===== src/rtl/branch_predict_unit.sv =====
// -----------------------------------------------------------------------------
// branch_predict_unit
//   Direct-mapped branch target buffer with 2-bit saturating counters, plus the
//   resolution logic that computes the actual next PC of a J/BEQ/BNE, detects a
//   mispredict against the PC that was predicted at fetch, and trains the table.
//
// Ports
//   i_BranchPredictUnit_clk           clock, all state changes on rising edge
//   i_BranchPredictUnit_rst           synchronous active-high reset
//   i_BranchPredictUnit_fetchPc       fetch PC to look up (combinational)
//   o_BranchPredictUnit_predPc        predicted next fetch PC
//   o_BranchPredictUnit_predTaken     prediction is taken
//   i_BranchPredictUnit_resValid      resolution request present
//   i_BranchPredictUnit_resPc         PC of the resolving instruction
//   i_BranchPredictUnit_BRop          0010 J, 0100 BEQ, 0001 BNE, else non-branch
//   i_BranchPredictUnit_A/B           compare operands
//   i_BranchPredictUnit_branchOffset  signed word offset
//   i_BranchPredictUnit_jumpTarget    jump target field
//   i_BranchPredictUnit_resPredPc     predPc carried with the instruction
//   o_BranchPredictUnit_mispredict    one-cycle flush pulse
//   o_BranchPredictUnit_redirectPc    correct PC, valid while mispredict is high
//   o_BranchPredictUnit_branchCount   resolved branches (saturating)
//   o_BranchPredictUnit_missCount     mispredicts (saturating)
// -----------------------------------------------------------------------------
module branch_predict_unit #(
  parameter int ENTRIES     = 16,
  parameter bit ENABLE_PRED = 1'b1
) (
  input  logic        i_BranchPredictUnit_clk,
  input  logic        i_BranchPredictUnit_rst,
  input  logic [31:0] i_BranchPredictUnit_fetchPc,
  output logic [31:0] o_BranchPredictUnit_predPc,
  output logic        o_BranchPredictUnit_predTaken,
  input  logic        i_BranchPredictUnit_resValid,
  input  logic [31:0] i_BranchPredictUnit_resPc,
  input  logic [3:0]  i_BranchPredictUnit_BRop,
  input  logic [31:0] i_BranchPredictUnit_A,
  input  logic [31:0] i_BranchPredictUnit_B,
  input  logic [15:0] i_BranchPredictUnit_branchOffset,
  input  logic [15:0] i_BranchPredictUnit_jumpTarget,
  input  logic [31:0] i_BranchPredictUnit_resPredPc,
  output logic        o_BranchPredictUnit_mispredict,
  output logic [31:0] o_BranchPredictUnit_redirectPc,
  output logic [31:0] o_BranchPredictUnit_branchCount,
  output logic [31:0] o_BranchPredictUnit_missCount
);

  localparam int IDX_W = $clog2(ENTRIES);
  localparam int TAG_W = 30 - IDX_W;

  localparam logic [3:0] OP_J   = 4'b0010;
  localparam logic [3:0] OP_BEQ = 4'b0100;
  localparam logic [3:0] OP_BNE = 4'b0001;

  // Table storage
  logic             valid_q   [ENTRIES];
  logic [TAG_W-1:0] tag_q     [ENTRIES];
  logic [31:0]      target_q  [ENTRIES];
  logic             is_jump_q [ENTRIES];
  logic [1:0]       ctr_q     [ENTRIES];

  // ---------------------------------------------------------------------------
  // Lookup (combinational, sees pre-update contents)
  // ---------------------------------------------------------------------------
  logic [IDX_W-1:0] f_idx;
  logic [TAG_W-1:0] f_tag;

  assign f_idx = i_BranchPredictUnit_fetchPc[IDX_W+1:2];
  assign f_tag = i_BranchPredictUnit_fetchPc[31:IDX_W+2];

  always_comb begin
    // NOTE: defaults first so every path assigns every output; no latch.
    o_BranchPredictUnit_predTaken = 1'b0;
    o_BranchPredictUnit_predPc    = i_BranchPredictUnit_fetchPc + 32'd4;
    if (ENABLE_PRED && valid_q[f_idx] && (tag_q[f_idx] == f_tag) &&
        (is_jump_q[f_idx] || ctr_q[f_idx][1])) begin
      o_BranchPredictUnit_predTaken = 1'b1;
      o_BranchPredictUnit_predPc    = target_q[f_idx];
    end
  end

  // ---------------------------------------------------------------------------
  // Resolution
  // ---------------------------------------------------------------------------
  logic             is_j, is_beq, is_bne, is_br, cond_taken, taken, mispred;
  logic [31:0]      seq_pc, br_off, actual_pc;
  logic [IDX_W-1:0] r_idx;
  logic [TAG_W-1:0] r_tag;
  logic             r_hit, do_update;

  assign is_j       = (i_BranchPredictUnit_BRop == OP_J);
  assign is_beq     = (i_BranchPredictUnit_BRop == OP_BEQ);
  assign is_bne     = (i_BranchPredictUnit_BRop == OP_BNE);
  assign is_br      = is_j | is_beq | is_bne;
  assign cond_taken = (is_beq && (i_BranchPredictUnit_A == i_BranchPredictUnit_B)) ||
                      (is_bne && (i_BranchPredictUnit_A != i_BranchPredictUnit_B));
  assign taken      = is_j | cond_taken;

  assign seq_pc = i_BranchPredictUnit_resPc + 32'd4;
  assign br_off = {{14{i_BranchPredictUnit_branchOffset[15]}},
                   i_BranchPredictUnit_branchOffset, 2'b00};

  always_comb begin
    actual_pc = seq_pc;
    if (is_j)
      actual_pc = {seq_pc[31:28], 10'b0, i_BranchPredictUnit_jumpTarget, 2'b00};
    else if (cond_taken)
      actual_pc = seq_pc + br_off;
  end

  assign mispred   = i_BranchPredictUnit_resValid &&
                     (actual_pc != i_BranchPredictUnit_resPredPc);
  assign r_idx     = i_BranchPredictUnit_resPc[IDX_W+1:2];
  assign r_tag     = i_BranchPredictUnit_resPc[31:IDX_W+2];
  assign r_hit     = valid_q[r_idx] && (tag_q[r_idx] == r_tag);
  assign do_update = i_BranchPredictUnit_resValid && is_br;

  // Valid bits and counters: reset, trained on every resolved branch.
  always_ff @(posedge i_BranchPredictUnit_clk) begin
    if (i_BranchPredictUnit_rst) begin
      for (int i = 0; i < ENTRIES; i++) begin
        // NOTE: non-blocking for all sequential state so every register
        // samples pre-edge values regardless of statement order.
        valid_q[i] <= 1'b0;
        ctr_q[i]   <= 2'b01;
      end
    end else if (do_update) begin
      if (r_hit) begin
        if (is_j)
          ctr_q[r_idx] <= 2'b11;
        else if (taken && ctr_q[r_idx] != 2'b11)
          ctr_q[r_idx] <= ctr_q[r_idx] + 2'd1;
        else if (!taken && ctr_q[r_idx] != 2'b00)
          ctr_q[r_idx] <= ctr_q[r_idx] - 2'd1;
      end else if (taken) begin
        valid_q[r_idx] <= 1'b1;
        ctr_q[r_idx]   <= is_j ? 2'b11 : 2'b10;
      end
    end
  end

  // Tag/target/isJump payload.
  // NOTE: payload is not reset; it is qualified by valid_q, so clearing it
  // would only add reset fan-out to a RAM-like structure.
  always_ff @(posedge i_BranchPredictUnit_clk) begin
    if (!i_BranchPredictUnit_rst && do_update && taken) begin
      target_q[r_idx] <= actual_pc;
      if (r_hit) begin
        if (is_j) is_jump_q[r_idx] <= 1'b1;
      end else begin
        tag_q[r_idx]     <= r_tag;
        is_jump_q[r_idx] <= is_j;
      end
    end
  end

  // Flush pulse, redirect and performance counters.
  always_ff @(posedge i_BranchPredictUnit_clk) begin
    if (i_BranchPredictUnit_rst) begin
      o_BranchPredictUnit_mispredict  <= 1'b0;
      o_BranchPredictUnit_redirectPc  <= 32'd0;
      o_BranchPredictUnit_branchCount <= 32'd0;
      o_BranchPredictUnit_missCount   <= 32'd0;
    end else begin
      o_BranchPredictUnit_mispredict <= mispred;
      if (mispred) begin
        o_BranchPredictUnit_redirectPc <= actual_pc;
        if (o_BranchPredictUnit_missCount != 32'hFFFF_FFFF)
          o_BranchPredictUnit_missCount <= o_BranchPredictUnit_missCount + 32'd1;
      end
      if (do_update && o_BranchPredictUnit_branchCount != 32'hFFFF_FFFF)
        o_BranchPredictUnit_branchCount <= o_BranchPredictUnit_branchCount + 32'd1;
    end
  end

endmodule


===== config.mk =====
export PLATFORM = sky130hd
export DESIGN_NAME = branch_predict_unit
export DESIGN_NICKNAME = d
export VERILOG_FILES = /design/src/rtl/branch_predict_unit.sv
export SDC_FILE = /design/constraint.sdc
export NUM_CORES = 2
export LEC_CHECK = 0
export CELL_PAD_IN_SITES_DETAIL_PLACEMENT = 1
export CELL_PAD_IN_SITES_GLOBAL_PLACEMENT = 2
export CORE_MARGIN = 2
export CORE_UTILIZATION = 45
export DETAILED_ROUTE_END_ITERATION = 12
export GPL_ROUTABILITY_DRIVEN = 0
export GPL_TIMING_DRIVEN = 0
export MAX_ROUTING_LAYER = met4
export PLACE_DENSITY = 0.89
export SYNTH_ARGS = -nofsm -noshare
export SYNTH_HDL_FRONTEND = slang
export SYNTH_SLANG_ARGS = --single-unit
export TNS_END_PERCENT = 30

===== constraint.sdc =====
create_clock -name i_BranchPredictUnit_clk -period 7.4 [get_ports i_BranchPredictUnit_clk]
set_input_delay 1.48 -clock i_BranchPredictUnit_clk [delete_from_list [all_inputs] [get_ports i_BranchPredictUnit_clk]]
set_output_delay 1.48 -clock i_BranchPredictUnit_clk [all_outputs]
set_load 0.05 [all_outputs]

==> flow_metrics.tcl <==
set metrics [dict create \
    setup_ws_ps 15.39 \
    ys_types 79 \
    synth_edf_count 976 \
    wl_met1_mm 64.94 \
    slew_violations 0 \
    top_layer "met4" \
    fillers 10380 \
    setup-tns-final_ps 0 \
    required_ps 5920 \
    layout_min_cycle_time_ps 7385 \
    worstSetupPathType "in2out" \
    max_cap_violations 0 \
    drcViolationCount 0 \
    syn_inst 3056 \
    drtAntennaViolNets 0 \
    avgSynthCellArea_um2 16.59 \
    grt.overflow.total 0 \
    grt_usage 0.3285 \
    slew_headroom 0.1164 \
    cts_tree "done" \
    antenna_found_initial 16 \
    die_x_um 339.7 \
    fin_hold_ws_ps 474.3 \
    grt_max_degree 24 \
    worstPathArrival_ps 5900 \
    final_common_cell "edfxtp_1" \
    synth_compound_area_frac 0.04295 \
    p_total_mw 14.18 \
    viasPerCell 6.637 \
    hold_viol_final 0 \
    wire_per_inst_um 36.19 \
    drt-total-wl_mm 185.7 \
    start_kind "input pin" \
    htree_levels 3 \
    drt_iter0_markers 4911 \
    clk_pin_slew_ps 60 \
    grt_pass1_vias 35210 \
    vdd_drop_max_uv 193.4 \
    yosys.area_share.simple 0.06380 \
    dp_hpwl_mm 126.1 \
    yosysWarnings 0 \
    clk_latency_ps 720 \
    p_per_area_mw_per_mm2 231.0 \
    synth_xor_area_frac 0.03898 \
    first_pass_iters 5 \
    min_period_over_period 0.9979 \
    ys_seq_elements 1089 \
    vias 34050 \
    finalSetupViolCount 0 \
    hold_path.class "reg2reg" \
    cts_buffers 104 \
    portBuffers 322 \
    p_leak_nw 19.88 \
    syn-num-nets 3299 \
    ctsLongestPathBuffers 3 \
    clock_sinks 1089 \
    die_h_um 339.7 \
    initial_core_util 0.4520 \
    wl_met3_mm 21.84 \
    grt_pass1_wl_mm 261.4 \
    num_rows 123 \
    die-area_mm2 0.1154 \
    root_buffer "clkbuf_16" \
    final_cell_mix "edfxtp_1, mux4_2, clkdlybuf4s50_1" \
    post-place-ws_ps -2443 \
    syn_area_mm2 0.05071 \
    final_layout_size_suffix_gt1_frac 0.2500 \
    synth.area.mux_share 0.2028 \
    num_io_pins 329 \
    status "finished clean" \
    fin_util 0.5472 \
    clock_skew_ps 74.31 \
    synth_top_family_by_area "multiplexers" \
    cts_hold_buf 0 \
    synth_ff_type "edfxtp_1" \
    fmaxAchievable_ghz 0.1354 \
    seq_area_mm2 0.03157 \
    ys_async_sr_fraction 0 \
    cp-end-kind "primary output" \
    finalNetCount 3778 \
    worst-path-max-fanout 10 \
    wl_met2_mm 87.32 \
    tightest_slew_ps 1321 \
    core_mm2 0.1122 \
    multi_input_area_mm2 0.01884 \
    area_growth_pct 21.06 \
    synthAdderAreaFrac 0.01100 \
    min_path_cells 2 \
    worst-r2r-cell-count 12 \
    yosysSeqAreaShare 0.6225 \
    rsz0062_at_grt "true" \
]
==> sequential cells by signal (all words and copies together), names as in the netlist <==
signal                           flops
o_BranchPredictUnit_redirectPc      32
o_BranchPredictUnit_missCount       32
is_jump_q                           16
valid_q                             16
target_q                           512
ctr_q                               32
o_BranchPredictUnit_mispredict       1
tag_q                              416
o_BranchPredictUnit_branchCount     32
==> path summary, 6_finish.rpt <==
path,startpoint,end,slack [ps]
worst max-delay path,i_BranchPredictUnit_fetchPc[3],o_BranchPredictUnit_predPc[4],20
worst min-delay path,o_BranchPredictUnit_redirectPc[16]$_SDFFE_PP0P_,o_BranchPredictUnit_redirectPc[16]$_SDFFE_PP0P_,470
worst max register to register,tag_q[11][17]$_DFFE_PP_,ctr_q[1][1]$_SDFFCE_PN0P_,2260
worst min register to register,o_BranchPredictUnit_redirectPc[16]$_SDFFE_PP0P_,o_BranchPredictUnit_redirectPc[16]$_SDFFE_PP0P_,470
==> per-stage QoR <==
step,std cells,area [um2]
2_1_floorplan,3056,50710
3_5_place_dp,4926,57130
5_1_grt,5128,61390
3_3_place_gp,4878,55810
4_1_cts,5120,61270
6_report,5130,61390
==> where the power goes <==
group | total [mW] | switching, mW | internal [mW]
clock | 5.83 | 2.48 | 3.35
sequential | 6.77 | 0.0196 | 6.75
combinational | 1.59 | 0.975 | 0.613
==> cell usage after synthesis (37+ instances only) <==
library cell    n  area (um2)
a21oi_1       106       530.5
buf_1          43       161.4
clkbuf_1      111       416.7
dfxtp_1       113        2262
edfxtp_1      976       29310
ha_1           43       538.0
inv_1          37       138.9
mux4_2        437        9842
nand2_1       124       465.5
nand3_1        81       405.4
nand4_1        55       344.1
nor2_1        220       825.8
o21ai_0        87       435.4
xnor2_1       106       928.4
xor2_1        109       954.7
==> critical path, stage by stage <==
cell and delay [ps]:
clkdlybuf4s50_1 530, clkbuf_2 250, clkbuf_8 270, clkbuf_4 320
mux4_2 380, mux4_2 580, xnor2_1 210, nand4_1 130
nor2_1 400, nand3_4 240, clkbuf_4 320, a21oi_2 340
clkdlybuf4s15_2 430
==> logic make-up after synthesis <==
logic type,after synthesis
compound gates,345
simple gates,658
xor+xnor,219
flops,1089
buf+inv,221
mux,480
fa+ha+maj,44
==> layout make-up <==
cell class	instances	share of cell area
Antenna cell	10	0.0004076
Buffer	182	0.01630
Clock buffer	122	0.04451
Clock inverter	69	0.01535
Inverter	37	0.002323
Multi-Input combinational cell	1746	0.3068
Sequential cell	1089	0.5142
Tap cell	1500	0.03057
Timing Repair Buffer	375	0.06950
==> timing repair <==
item                       in CTS  in global routing
hold endpoints to repair        0                  0
resized for setup             275                 77
setup endpoints to repair     668                319
buffers inserted                3                  2
pin swaps                       3                  3
==> routing by layer <==
layer / vias up / GRT usage
met5: - / -
met4: 0 / 0.1691
met3: 555 / 0.07941
met2: 2690 / 0.5082
met1: 17440 / 0.4037
li1: 13360 / -
(Power assumes the default switching activity.)
